<file path="src/rtl/ct_piu_snb_rd_sched.sv">
// ---------------------------------------------------------------------------
// ct_piu_snb_rd_sched
//
// Read-channel scheduler between one PIU read source and the two SNB banks.
//
//   AR path : holds a single read request, steers it to snb0 or snb1 using
//             bit SEL_BIT of the AR payload, and keeps the request asserted
//             until the addressed bank grants it. Each bank has an
//             outstanding-read counter; a bank that already has MAX_OUTST
//             reads in flight blocks new requests to it.
//   R path  : round-robins the banks' rvalid into a one-entry output
//             register. Once the consumer takes the data, a one-cycle rack
//             and the read's sid go back to the bank that supplied it.
//
// Ports
//   forever_cpuclk          clock, every flop on the rising edge
//   cpurst                  asynchronous reset, active-high
//   piu_ar_vld/bus/rdy      source AR handshake and payload
//   piu_snbX_ar_req/bus     AR request and payload to bank X (bus zero when idle)
//   snbX_piu_ar_grant       bank X accepts the pending AR request
//   snbX_piu_rvalid/rbus    bank X read data valid and payload
//   piu_snbX_r_grant        same-cycle capture strobe of bank X rbus
//   piu_snbX_rack           one-cycle read acknowledge to bank X
//   piu_snbx_rack_sid       sid of the acknowledged read, zero when no rack
//   piu_r_vld/bus/rdy       output read data handshake and payload
//   piu_xx_no_op            high when the block holds no read activity
// ---------------------------------------------------------------------------
module ct_piu_snb_rd_sched #(
    parameter int ARWIDTH    = 71,
    parameter int UPKB_WIDTH = 535,
    parameter int SEL_BIT    = 6,
    parameter int SID_LSB    = 0,
    parameter int MAX_OUTST  = 8
) (
    input  logic                  forever_cpuclk,
    input  logic                  cpurst,
    // source AR channel
    input  logic                  piu_ar_vld,
    input  logic [ARWIDTH-1:0]    piu_ar_bus,
    output logic                  piu_ar_rdy,
    // AR channel to the banks
    output logic                  piu_snb0_ar_req,
    output logic                  piu_snb1_ar_req,
    output logic [ARWIDTH-1:0]    piu_snb0_ar_bus,
    output logic [ARWIDTH-1:0]    piu_snb1_ar_bus,
    input  logic                  snb0_piu_ar_grant,
    input  logic                  snb1_piu_ar_grant,
    // R channel from the banks
    input  logic                  snb0_piu_rvalid,
    input  logic                  snb1_piu_rvalid,
    input  logic [UPKB_WIDTH-1:0] snb0_piux_rbus,
    input  logic [UPKB_WIDTH-1:0] snb1_piux_rbus,
    output logic                  piu_snb0_r_grant,
    output logic                  piu_snb1_r_grant,
    output logic                  piu_snb0_rack,
    output logic                  piu_snb1_rack,
    output logic [4:0]            piu_snbx_rack_sid,
    // output R channel
    output logic                  piu_r_vld,
    output logic [UPKB_WIDTH-1:0] piu_r_bus,
    input  logic                  piu_r_rdy,
    // activity status
    output logic                  piu_xx_no_op
);

    localparam int              CW      = $clog2(MAX_OUTST + 1);
    localparam logic [CW-1:0]   CNT_MAX = CW'(MAX_OUTST);
    localparam logic [CW-1:0]   CNT_ONE = CW'(1);

    typedef enum logic {
        AR_IDLE,
        AR_REQ
    } ar_state_t;

    typedef enum logic [1:0] {
        R_IDLE,
        R_HOLD,
        R_ACK
    } r_state_t;

    ar_state_t       ar_state;
    logic            ar_bank;        // bank of the pending AR request (1 = snb1)
    logic            ar_sel_bank;    // bank addressed by the incoming payload
    logic [CW-1:0]   ar_sel_cnt;     // outstanding count of that bank
    logic            ar_accept;
    logic            ar_grant_hit;   // pending request granted by its own bank

    r_state_t        r_state;
    logic            r_bank;         // bank of the read held in the output register
    logic            rr_ptr;         // bank preferred when both rvalid are high

    logic [CW-1:0]   cnt0;
    logic [CW-1:0]   cnt1;
    logic            cnt0_inc;
    logic            cnt1_inc;

    // -----------------------------------------------------------------------
    // AR path
    // -----------------------------------------------------------------------
    assign ar_sel_bank  = piu_ar_bus[SEL_BIT];
    assign ar_sel_cnt   = ar_sel_bank ? cnt1 : cnt0;
    assign piu_ar_rdy   = (ar_state == AR_IDLE) && (ar_sel_cnt != CNT_MAX);
    assign ar_accept    = piu_ar_vld && piu_ar_rdy;

    // A grant from the bank that was not addressed is simply ignored.
    assign ar_grant_hit = (ar_state == AR_REQ) &&
                          (ar_bank ? snb1_piu_ar_grant : snb0_piu_ar_grant);

    // NOTE: state and registered outputs use non-blocking assignments so every
    // flop samples the pre-edge values and simulation matches the hardware.
    always_ff @(posedge forever_cpuclk or posedge cpurst) begin
        if (cpurst) begin
            ar_state        <= AR_IDLE;
            ar_bank         <= 1'b0;
            piu_snb0_ar_req <= 1'b0;
            piu_snb1_ar_req <= 1'b0;
            piu_snb0_ar_bus <= '0;
            piu_snb1_ar_bus <= '0;
        end else begin
            case (ar_state)
                AR_IDLE: begin
                    if (ar_accept) begin
                        ar_state        <= AR_REQ;
                        ar_bank         <= ar_sel_bank;
                        piu_snb0_ar_req <= ~ar_sel_bank;
                        piu_snb1_ar_req <= ar_sel_bank;
                        piu_snb0_ar_bus <= ar_sel_bank ? '0 : piu_ar_bus;
                        piu_snb1_ar_bus <= ar_sel_bank ? piu_ar_bus : '0;
                    end
                end
                AR_REQ: begin
                    // Request and payload stay frozen until the bank grants.
                    if (ar_grant_hit) begin
                        ar_state        <= AR_IDLE;
                        piu_snb0_ar_req <= 1'b0;
                        piu_snb1_ar_req <= 1'b0;
                        piu_snb0_ar_bus <= '0;
                        piu_snb1_ar_bus <= '0;
                    end
                end
                default: ar_state <= AR_IDLE;
            endcase
        end
    end

    // -----------------------------------------------------------------------
    // R path: bank selection happens in the same cycle as rvalid
    // -----------------------------------------------------------------------
    // NOTE: every signal written here gets a default first, so no path can
    // leave one unassigned and infer a latch.
    always_comb begin
        piu_snb0_r_grant = 1'b0;
        piu_snb1_r_grant = 1'b0;
        if (r_state == R_IDLE) begin
            // A lone rvalid wins outright; a tie goes to the bank rr_ptr names.
            piu_snb0_r_grant = snb0_piu_rvalid && (!snb1_piu_rvalid || !rr_ptr);
            piu_snb1_r_grant = snb1_piu_rvalid && (!snb0_piu_rvalid ||  rr_ptr);
        end
    end

    always_ff @(posedge forever_cpuclk or posedge cpurst) begin
        if (cpurst) begin
            r_state           <= R_IDLE;
            r_bank            <= 1'b0;
            rr_ptr            <= 1'b0;
            piu_r_vld         <= 1'b0;
            piu_r_bus         <= '0;
            piu_snb0_rack     <= 1'b0;
            piu_snb1_rack     <= 1'b0;
            piu_snbx_rack_sid <= '0;
        end else begin
            case (r_state)
                R_IDLE: begin
                    if (piu_snb0_r_grant || piu_snb1_r_grant) begin
                        r_state   <= R_HOLD;
                        r_bank    <= piu_snb1_r_grant;
                        // Next tie goes to the bank that was not just served.
                        rr_ptr    <= ~piu_snb1_r_grant;
                        piu_r_vld <= 1'b1;
                        piu_r_bus <= piu_snb1_r_grant ? snb1_piux_rbus : snb0_piux_rbus;
                    end
                end
                R_HOLD: begin
                    if (piu_r_rdy) begin
                        r_state           <= R_ACK;
                        piu_r_vld         <= 1'b0;
                        piu_r_bus         <= '0;
                        piu_snb0_rack     <= ~r_bank;
                        piu_snb1_rack     <= r_bank;
                        piu_snbx_rack_sid <= piu_r_bus[SID_LSB +: 5];
                    end
                end
                R_ACK: begin
                    r_state           <= R_IDLE;
                    piu_snb0_rack     <= 1'b0;
                    piu_snb1_rack     <= 1'b0;
                    piu_snbx_rack_sid <= '0;
                end
                default: r_state <= R_IDLE;
            endcase
        end
    end

    // -----------------------------------------------------------------------
    // Outstanding-read counters: +1 on AR grant, -1 on rack
    // -----------------------------------------------------------------------
    assign cnt0_inc = ar_grant_hit && !ar_bank;
    assign cnt1_inc = ar_grant_hit &&  ar_bank;

    always_ff @(posedge forever_cpuclk or posedge cpurst) begin
        if (cpurst) begin
            cnt0 <= '0;
            cnt1 <= '0;
        end else begin
            // Increment and decrement in the same cycle cancel out. A rack at
            // zero (a read the counter never saw) leaves the count at zero.
            case ({cnt0_inc, piu_snb0_rack})
                2'b10:   cnt0 <= cnt0 + CNT_ONE;
                2'b01:   if (cnt0 != '0) cnt0 <= cnt0 - CNT_ONE;
                default: cnt0 <= cnt0;
            endcase
            case ({cnt1_inc, piu_snb1_rack})
                2'b10:   cnt1 <= cnt1 + CNT_ONE;
                2'b01:   if (cnt1 != '0) cnt1 <= cnt1 - CNT_ONE;
                default: cnt1 <= cnt1;
            endcase
        end
    end

    // -----------------------------------------------------------------------
    // Activity status
    // -----------------------------------------------------------------------
    assign piu_xx_no_op = (ar_state == AR_IDLE) && (r_state == R_IDLE) &&
                          (cnt0 == '0) && (cnt1 == '0) && !piu_ar_vld;

endmodule

</file>
<file path="config.mk">
export PLATFORM = sky130hd
export DESIGN_NAME = ct_piu_snb_rd_sched
export DESIGN_NICKNAME = d
export VERILOG_FILES = /design/src/rtl/ct_piu_snb_rd_sched.sv
export SDC_FILE = /design/constraint.sdc
export NUM_CORES = 2
export LEC_CHECK = 0
export ABC_AREA = 1
export BUFFER_PORTS_ARGS = -buffer_cell sky130_fd_sc_hd__buf_2
export CAP_MARGIN = 5
export CORE_AREA = 2 2 718 720
export CTS_CLUSTER_SIZE = 14
export DETAILED_ROUTE_END_ITERATION = 10
export DIE_AREA = 0 0 720 722
export GPL_ROUTABILITY_DRIVEN = 0
export HOLD_SLACK_MARGIN = 0.02
export PLACE_DENSITY = 0.3
export SKIP_CTS_REPAIR_TIMING = 1
export SYNTH_ARGS = -nofsm -noshare
export SYNTH_HDL_FRONTEND = slang
export SYNTH_SLANG_ARGS = --single-unit
</file>
<file path="constraint.sdc">
create_clock -name forever_cpuclk -period 55 [get_ports forever_cpuclk]
set_clock_uncertainty 0.1 [all_clocks]
set_input_delay 0 -clock forever_cpuclk [delete_from_list [all_inputs] [get_ports forever_cpuclk]]
set_output_delay 0 -clock forever_cpuclk [all_outputs]
set_load 0.03 [all_outputs]
</file>
==> metrics.md <==
| Metric | Value |
|---|---|
| YS warnings | `0` |
| Final TNS setup | `0 ps` |
| Layout cells sized above 1 | `0.282` |
| Htree depth | `3` |
| Most numerous cell on the critical path | `buf_4` |
| Die X-Extent | `720 um` |
| Worst vdd ir | `44.2 uV` |
| Area contributors post-synth | `dfrtp_1, o21bai_1, o21ai_1, nand2_1, o21ai_0` |
| Hold Path Origin | `snb1_piux_rbus[161]` |
| TritonCTS clock tree | `done` |
| # setup viols final | `0` |
| Max Clock Freq | `161 MHz` |
| Post-synth EDFFs | `0` |
| Synth top area share | `0.521` |
| Post-Place Worst Slack | `49840 ps` |
| Post-Syn Area | `33600 sq um` |
| Worst hold path stage count | `5` |
| Fin Hold WS | `15.7 ps` |
| DR WL/cell | `28.6 um` |
| Max_cap viols | `0` |
| Cells on worst reg2reg path | `10` |
| Buf/Inv on CP | `6` |
| Reg2Reg Setup Slack | `48780 ps` |
| Core Area | `roughly 500000 sq um` |
| Nets | `8644` |
| R2R Path End | `piu_r_bus[8]` |
| Leakage | `33.8 nW` |
| Hpwl dp | `343000 um` |
| Cell accounting for the most synthesized area | `dfrtp_1` |
| Reg2reg start | `r_state[1]` |
| Worst-path maximum fanout | `90` |
| Most used DFF post-synth | `dfrtp_1` |
| Total Routing Usage GR | `0.149` |
| CTS max path bufs | `4` |
| Final WS setup | `48780 ps` |
| Die Y | `722 um` |
| Power, Total | `between 0.004 and 0.005 W` |
| Outcome | `finished clean` |
| FF+latch count, synth | `699` |
| DR iter-0 viols | `3517` |
| Count of final hold-check violations | `0` |
| CP Data Required Time | `55690 ps` |
| Final ANT Viol Nets | `0` |
| First-pass GRT wire length | `~490000 um` |
| Yosys cell types | `28` |
| Initial antenna violation count | `about 460` |
| Crit path largest cell delay | `890 ps` |
| Slew HR | `0.101` |
| Drt total wl | `416000 um` |
| Global route hottest layer | `met2` |
| Post-synthesis sequential area ratio | `0.521` |
| Asr flop ratio synth | `1.00` |
| CP endpoint kind | `register` |
| Via density per instance | `3.34` |
| Worst Hold Class | `in -> reg` |
| Post-synthesis cell count | `3896` |
| Most frequent cell after synthesis | `nand2_1` |
| WP data arrival | `roughly 6900 ps` |
| Met3 GRT Util | `0.102` |
| CP Launch Type | `register` |
| Largest net degree at the start of global routing | `170` |
| Syn_nets | `5047` |
| Critical path's top delay family | `buffers and inverters` |
| Initial Utilization | `0.0656` |
| CTS sink cnt | `between 600 and 700` |
| Cts bufs inserted | `107` |
| Met1 Usage GRT | `0.157` |
| Worst skew pair latency | `840 ps` |
| Area growth syn-to-layout | `120%` |
| Fin crit share | `0.113` |
| Crit-path cells | `nor2_8, nand2_8, inv_8, buf_4, buf_4, buf_4, o21ai_0, dlygate4sd3_1, o21ai_1, dlygate4sd3_1` |
| Rows | `263` |
| Root buf cell | `clkbuf_16` |
| Pwr/cell area | `54.3 nW/um^2` |
| Min-Delay Endpoint | `piu_r_bus[161]` |
| Commonest cells in the netlist | `nand2_1, o21ai_1, dfrtp_1` |
| Avg Inst Size Synth | `8.61 sq um` |
| Period minus WS final | `6220 ps` |
| Vias in the first global route | `38900` |
| DRC viols | `0` |
| WS Path Type | `reg -> reg` |
| Ports | `1840` |
| Clock slew seen by the registers of the worst setup and hold paths | `~60 ps` |
| DR pass1 iterations | `6` |
| RSZ-0062 raised after global routing | `no` |
| Worst path slowest cell | `buf_4` |
| Worst-margin pin slew | `about 1300 ps` |
| GRT overflow | `0` |
| Grt met2 use | `0.235` |
| Pins Over Slew Limit | `0` |
| Via count | `48600` |
| IO Port Bufs | `1838` |
| Die area | `520000 sq um` |
## worst max-delay path by stage
stage          slack, ps  cells past startpoint       endpoint        from
2_1_floorplan      35300                      1        ar_bank      cpurst
3_3_place_gp       49900                      8  piu_r_bus[51]      cpurst
3_5_place_dp       49840                      8   piu_r_bus[9]  r_state[1]
4_1_cts            49850                      8   piu_r_bus[9]  r_state[1]
5_1_grt            48480                     10   piu_r_bus[8]  r_state[1]
6_report           48780                     10   piu_r_bus[8]  r_state[1]
## worst min-delay path, stage by stage
cell,delay [ps]
buf_2,80
o21ai_0,70
o21bai_1,150
dlygate4sd3_1,540
nand2_1,50
## registers in the layout, indices dropped and copies added, names as in the netlist
signal	flops
rr_ptr	1
r_bank	1
cnt0	4
piu_snb0_ar_bus	70
piu_snb1_ar_bus	71
piu_snb1_rack	1
ar_bank	1
ar_state	1
piu_r_vld	1
cnt1	4
piu_snb0_ar_req	1
piu_r_bus	535
piu_snbx_rack_sid	5
r_state	2
piu_snb0_rack	1
## through the flow
stage	std cells	util	cell area, sq um
finish	14500	0.144	73800
global route	14400	0.144	73600
CTS	12400	0.105	53700
detailed placement	12200	0.0982	50200
global placement	12200	0.0982	50200
floorplan	3896	-	33600
## kinds of logic after synthesis
kind of cell	count (synthesis)	share of synthesized area
flops	699	0.521
xor+xnor	4	0.00104
other cells	1	0.000112
fa+ha+maj	2	0.000746
simple gates	1170	0.148
compound gates	1615	0.277
buf+inv	405	0.0519
## where the power goes
| part | internal [W] | total (W) | switching [W] |
|---|---|---|---|
| registers | 0.000744 | 0.000878 | 0.000134 |
| clock network | 0.000414 | 0.000720 | 0.000306 |
| logic | 0.000835 | 0.00241 | 0.00157 |
| total | 0.00199 | 0.00400 | 0.00201 |
## cells in the final DEF (no fill, tap or decap), types with 2 or more instances in the layout
cell and count:
o21bai_1 485, inv_6 3, o21ai_1 721, clkinv_2 16, nand2_1 805, xor2_1 4, o21ai_0 407, or2_2 50
inv_8 2, clkinvlp_4 7, clkbuf_8 25, nor2_4 2, inv_16 3, inv_1 25, ha_1 2, nand4_1 74
diode_2 198, dfrtp_4 2, buf_2 1837, clkbuf_1 20, inv_2 3, bufinv_16 5, dlygate4sd3_1 1958, clkinv_4 4
nor2_1 62, nand3_1 170, buf_4 59, nor2_2 2, buf_12 7, dfrtp_1 697, clkbuf_16 107
## routing by layer
layer / routed length, um / part of all wire
met5: 2390 / 0.0057
met4: 15800 / 0.038
met2: 187000 / 0.45
met1: 151000 / 0.36
met3: 59800 / 0.14
## area by class of cell
class	count	area [sq um]
Antenna cell	198	495
Timing Repair Buffer	3861	29400
Tap cell	6757	8450
Clock inverter	37	399
Fill cell	59000	438000
Clock buffer	152	3100
Inverter	32	136
Sequential cell	699	17500
Multi-Input combinational cell	2792	14400
Power figures use the tool's default switching activity.
